`src/rtl/multi_debounce.sv`:
```
// Multi-channel button debouncer: synchroniser, per-channel stability counter, edge pulses.
// Optional long-press detection is enabled by defining MULTI_DEBOUNCE_HOLD_EN.
module multi_debounce #(
    parameter int unsigned CHANNELS      = 4,
    parameter int unsigned STABLE_CYCLES = 262144,
    parameter int unsigned SYNC_STAGES   = 2,
    parameter int unsigned HOLD_CYCLES   = 50000000
) (
    input  logic                clk,
    input  logic                DB_reset_n,
    input  logic                count_en,
    input  logic [CHANNELS-1:0] button,
    output logic [CHANNELS-1:0] button_output,
    output logic [CHANNELS-1:0] rise,
    output logic [CHANNELS-1:0] fall,
    output logic [CHANNELS-1:0] hold
);

    localparam int unsigned CNT_W = $clog2(STABLE_CYCLES + 1);
    localparam logic [CNT_W-1:0] CNT_LAST = CNT_W'(STABLE_CYCLES - 1);

    // Reject configurations outside the supported range at elaboration.
    if (CHANNELS < 1 || CHANNELS > 32 || STABLE_CYCLES < 2 || SYNC_STAGES < 2 || HOLD_CYCLES < 1)
    begin : g_bad_params
        $error("multi_debounce: parameter out of range");
    end

    logic [CHANNELS-1:0] sync_q [SYNC_STAGES];
    logic [CHANNELS-1:0] s;
    logic [CNT_W-1:0]    cnt_q  [CHANNELS];
    logic [CNT_W-1:0]    cnt_d  [CHANNELS];
    logic [CHANNELS-1:0] out_d;
    logic [CHANNELS-1:0] rise_d;
    logic [CHANNELS-1:0] fall_d;

    assign s = sync_q[SYNC_STAGES-1];

    always_ff @(posedge clk or negedge DB_reset_n) begin
        if (!DB_reset_n) begin
            for (int k = 0; k < SYNC_STAGES; k++) sync_q[k] <= '0;
        end else begin
            sync_q[0] <= button;
            for (int k = 1; k < SYNC_STAGES; k++) sync_q[k] <= sync_q[k-1];
        end
    end

    // Counter restarts whenever the synchronised level agrees with the output.
    always_comb begin
        cnt_d  = cnt_q;
        out_d  = button_output;
        rise_d = '0;
        fall_d = '0;
        for (int i = 0; i < CHANNELS; i++) begin
            if (s[i] == button_output[i]) begin
                cnt_d[i] = '0;
            end else if (count_en) begin
                if (cnt_q[i] == CNT_LAST) begin
                    cnt_d[i]  = '0;
                    out_d[i]  = s[i];
                    rise_d[i] = s[i];
                    fall_d[i] = !s[i];
                end else begin
                    cnt_d[i] = cnt_q[i] + CNT_W'(1);
                end
            end
        end
    end

    always_ff @(posedge clk or negedge DB_reset_n) begin
        if (!DB_reset_n) begin
            for (int i = 0; i < CHANNELS; i++) cnt_q[i] <= '0;
            button_output <= '0;
            rise          <= '0;
            fall          <= '0;
        end else begin
            for (int i = 0; i < CHANNELS; i++) cnt_q[i] <= cnt_d[i];
            button_output <= out_d;
            rise          <= rise_d;
            fall          <= fall_d;
        end
    end

`ifdef MULTI_DEBOUNCE_HOLD_EN
    localparam int unsigned HOLD_W = $clog2(HOLD_CYCLES + 1);
    localparam logic [HOLD_W-1:0] HOLD_MAX  = HOLD_W'(HOLD_CYCLES);
    localparam logic [HOLD_W-1:0] HOLD_LAST = HOLD_W'(HOLD_CYCLES - 1);

    logic [HOLD_W-1:0]   hold_cnt_q [CHANNELS];
    logic [HOLD_W-1:0]   hold_cnt_d [CHANNELS];
    logic [CHANNELS-1:0] hold_d;

    // Hold drops on the same edge the debounced output falls.
    always_comb begin
        hold_cnt_d = hold_cnt_q;
        hold_d     = hold;
        for (int i = 0; i < CHANNELS; i++) begin
            if (!button_output[i] || fall_d[i]) begin
                hold_cnt_d[i] = '0;
                hold_d[i]     = 1'b0;
            end else if (count_en && hold_cnt_q[i] != HOLD_MAX) begin
                hold_cnt_d[i] = hold_cnt_q[i] + HOLD_W'(1);
                if (hold_cnt_q[i] == HOLD_LAST) hold_d[i] = 1'b1;
            end
        end
    end

    always_ff @(posedge clk or negedge DB_reset_n) begin
        if (!DB_reset_n) begin
            for (int i = 0; i < CHANNELS; i++) hold_cnt_q[i] <= '0;
            hold <= '0;
        end else begin
            for (int i = 0; i < CHANNELS; i++) hold_cnt_q[i] <= hold_cnt_d[i];
            hold <= hold_d;
        end
    end
`else
    assign hold = '0;
`endif

endmodule
```
`config.mk`:
```
export PLATFORM = sky130hd
export DESIGN_NAME = multi_debounce
export DESIGN_NICKNAME = d
export VERILOG_FILES = /design/src/rtl/multi_debounce.sv
export SDC_FILE = /design/constraint.sdc
export NUM_CORES = 1
export LEC_CHECK = 0
export ABC_CLOCK_PERIOD_IN_PS = 6250
export BUFFER_PORTS_ARGS = -buffer_cell sky130_fd_sc_hd__clkbuf_2
export CAP_MARGIN = 15
export CORE_MARGIN = 2
export CORE_UTILIZATION = 50
export DETAILED_ROUTE_END_ITERATION = 8
export GPL_TIMING_DRIVEN = 0
export PLACE_DENSITY = 0.67
export SYNTH_ARGS = -nofsm -noshare
export SYNTH_HDL_FRONTEND = slang
export SYNTH_SLANG_ARGS = --single-unit
```
`constraint.sdc`:
```
create_clock -name clk -period 6.25 [get_ports clk]
set_clock_uncertainty 0.15 [all_clocks]
set_input_delay 1.25 -clock clk [delete_from_list [all_inputs] [get_ports clk]]
set_output_delay 1.25 -clock clk [all_outputs]
set_load 0.05 [all_outputs]
```
### After elaboration in Yosys (flattened, before gate mapping)

Cells that the tools add are included.

| storage, ports and cells | value |
|---|---|
| bits in registers | 96 |
| input port bits | 7 |
| output and inout bits | 16 |
| word-level logic and storage cells | 76 |

| cells by class | value |
|---|---|
| $add $sub $neg | 4 |
| eq/ne operators | 8 |
| muxes and demuxes | 36 |
| bitwise logic cells | 4 |
| reductions and logical operators | 12 |

Operators by type and width:

| kind | count |
|---|---|
| $mux W19 | 12 |
| $add A19 B1 Y19 const B | 4 |
| $eq A19 B18 Y1 const B | 4 |
| $mux W1 | 24 |
| $reduce_and A3 Y1 | 4 |
| $reduce_bool A2 Y1 | 4 |
| $eq A1 B1 Y1 | 4 |
| $logic_not A1 Y1 | 4 |
| $not A1 Y1 | 4 |

### Logic depth before layout (Yosys ltp)

| depth | value |
|---|---|
| word-level depth | 4 |
| mapped depth | 7 |
| gate-level depth less buffers | 6 |

### Worst setup path before layout

No wires, ideal clock.

| path | value |
|---|---|
| path kind | input port to flip-flop |
| start | in count_en |
| end | reg cnt_q[62] (netlist name) |
| library setup time | 0.082 ns |
| arrival time | 2.273 ns |
| slack | 3.745 ns |
| cell stages on the path | 5 |
| path buffers | 1 |
| path through | clkbuf_1 nand2_1 a21oi_2 o21ai_0 a31oi_1 |

| between the ends | value |
|---|---|
| word-level cells in the longest chain between the ends | 1 |

RTL lines:

| what | line | RTL |
|---|---|---|
| from (decl) | 11 | `input logic count_en,` |
| $reduce_bool A2 Y1 (no line) | -- |  |
| to (decl) | 30 | `logic [CNT_W-1:0] cnt_q [CHANNELS];` |

Every way passes these cells.
A chain may end at the register's enable or synchronous reset.

### Final worst setup path

Same ends and word-level chain as after synthesis.

==> out/results.tsv <==
metric	value	unit
final.setup.tns	0	ps
vias_per_cell	5.81	
maxSlewViolCount	0	
initialDrtViolationCount	213	
initial_core_util	51.7	%
synth_top_area_share	50.1	%
dp.cells	649	
synthXorXnorAreaFrac	5.61	%
cts.sinks	96	
port_buffers	18	
ir_worst_vdd	166	uV
final_cell_mix	dfrtp_1, nand3_1, nand2_1	
grt_setup_unrepaired	no	
hp-class	flop to flop	
slowest_stage	clkbuf_1	
synthSimpleGateAreaFrac	28.1	%
cp_top_family	compound AO/OA/AOI/OAI gates	
m1WireLength	4780	um
highest_layer	met4	
synthAdderAreaFrac	1.04	%
wl_per_cell	15.2	um
period_share	46.1	%
post-route-min-period	2880	ps
rrSetupSlack	3990	ps
cp_max_fo	10	
grt_pass1_wl	17400	um
n_antenna_cell	0	
syn2layout_area_growth	9.70	%
die_area	0.0104	mm^2
arrival	3030	ps
worst_slew_pin_slew	989	ps
wl_met3	417	um
synthFlopType	dfrtp_1	
cts_setup_buffers	0	
slowest_delay	500	ps
grt_max_degree	52	
async_flop_share	100	%
dpl.hpwl	6910	um
cts-resized-gates	0	
yosysTopAreaCell	dfrtp_1	
final_common_cell	dfrtp_1	
synth_top_family_by_area	simple AND/OR/NAND/NOR gates	
cts_buffers	9	
synth_warnings	0	
remaining_drc_errors	0	
status	finished clean	
path_buf_inv	2	
slew_headroom	33.6	%
cts_max_path_buffers	2	
drive_gt1_share	11.9	%
synth_seq_cells	96	
vias	3862	
synth_edf_count	0	
synthMuxAreaShare	1.75	%
path_cells	clkbuf_2 > clkbuf_1 > nand2_1 > a21oi_2 > o21ai_0 > a31oi_1	
power_density	204	mW/mm^2
grt_usage	21.0	%
synth_compound_area_share	10.9	%
cts_max_level	3	
clk_latency	370	ps
synthTopCellsByArea	dfrtp_1, nand3_1, nand2_1	
multiInputGateArea	0.00229	mm^2
cp-start-kind	primary input	
grt_pass1_vias	3675	
wl_met2	4800	um
seq_area_frac_synth	50.1	%
pin_count	23	
yosysUniqueCellTypes	60	
fmax	347	MHz
power.leakage	2.26	nW
n_fill_cell	829	
path_class	primary input to flop	
die_w	102	um
ff_latch_area	0.00240	mm^2
netlist_area	0.00480	mm^2
drtAntennaViolNets	0	
num_rows	35	
firstDrtPassIters	5	
cts_tree	yes	
worstPathRequired	6400	ps
report.final.hold_viol_count	0	
syn_inst	498	
layout.nets	542	
cts_hold_buffers	0	
antenna_found_initial	0	
final-setup-viol-count	0	
end_kind	flop	
final_cell_count_no_fill	665	
clkTransAtPathRegs	100	ps
syn_area_per_cell	9.64	um^2
gp_congestion	0.862	
wl	10100	um
max_cap_violations	0	
fp.dieH	102	um
overflow	0	
cts_root_buf	clkbuf_8	
coreArea	0.00928	mm^2
[worst reg2reg max path, cell delays in order, from the launching register on]
cell and delay (ps):
dfrtp_1 410, ha_1 230, and4_1 330, nand2_1 110, or4_4 470, nor2_2 110, mux2_1 320
[worst paths after layout]
kind / cells after the start / from / endpoint
min in group asynchronous: 1 / DB_reset_n / cnt_q[50]
worst min-delay path: 0 / sync_q[6] / s[2]
max in group asynchronous: 2 / DB_reset_n / rise[3]
worst max register to register: 6 / cnt_q[0] / button_output[3]
worst min register to register: 0 / sync_q[6] / s[2]
worst max-delay path: 6 / count_en / cnt_q[62]
[routing by layer]
| metal | vias to the layer above | global-route usage [%] |
|---|---|---|
| li1 | 1883 | - |
| met3 | 12 | 4.17 |
| met1 | 1887 | 29.4 |
| met4 | 0 | 5.95 |
| met2 | 80 | 33.5 |
| met5 | - | 0 |
[report_power, final]
part | leakage, nW | internal, mW | switching, mW
Sequential | 1.32 | 0.628 | 0.00788
Combinational | 0.852 | 0.0176 | 0.0531
Clock | 0.0889 | 0.145 | 0.225
[cell families after synthesis]
group                      count (synthesis)
DFF                                       96
buffers and inverters                     26
AOI/OAI and AO/OA                         78
adders and majority gates                  4
other                                      1
xor gates and xnor gates                  29
and+or+nand+nor                          256
muxes                                      8
[through the flow]
stage          util (%)  hold slack (ps)  setup WS [ps]  power (mW)  area (um^2)
5_1_grt            56.7              214           3170        1.13         5260
2_1_floorplan         -              181           3750       0.688         4810
3_5_place_dp       54.8              187           2950       0.720         5090
6_report           56.7              206           3370        1.08         5260
3_3_place_gp       54.5              182           2540       0.717         5060
4_1_cts            56.7              210           3360        1.09         5260
[sequential cells by signal, indices dropped and copies added (netlist names)]
name	flops
cnt_q	76
button_output	4
fall	4
rise	4
s	4
sync_q	4
[final cells by class]
class,count,area share (%)
plain buffers,13,1.31
clock buffers,9,2.35
clock inverters,7,0.927
inverters,13,0.927
multi-input cells,379,43.5
flip-flops and latches,96,45.6
well taps,129,3.07
repair buffers,19,2.28
[cells in the mapped netlist, types with 3 or more instances]
| cell | count |
|---|---|
| buf_4 | 5 |
| dfrtp_1 | 96 |
| nor2_1 | 42 |
| a21oi_1 | 20 |
| o21ai_0 | 20 |
| nand3_1 | 60 |
| mux2i_1 | 5 |
| nand4_1 | 23 |
| or3_1 | 12 |
| a31oi_1 | 10 |
| o31ai_1 | 4 |
| nand2b_1 | 3 |
| and3_1 | 11 |
| nand2_1 | 56 |
| xnor2_1 | 7 |
| a311oi_1 | 3 |
| nor3_1 | 14 |
| o311ai_0 | 5 |
| ha_1 | 4 |
| clkbuf_1 | 5 |
| and4_1 | 3 |
| xor2_1 | 20 |
| a21o_1 | 3 |
| nor4_1 | 5 |
| inv_1 | 13 |
(Power assumes the default switching activity.)
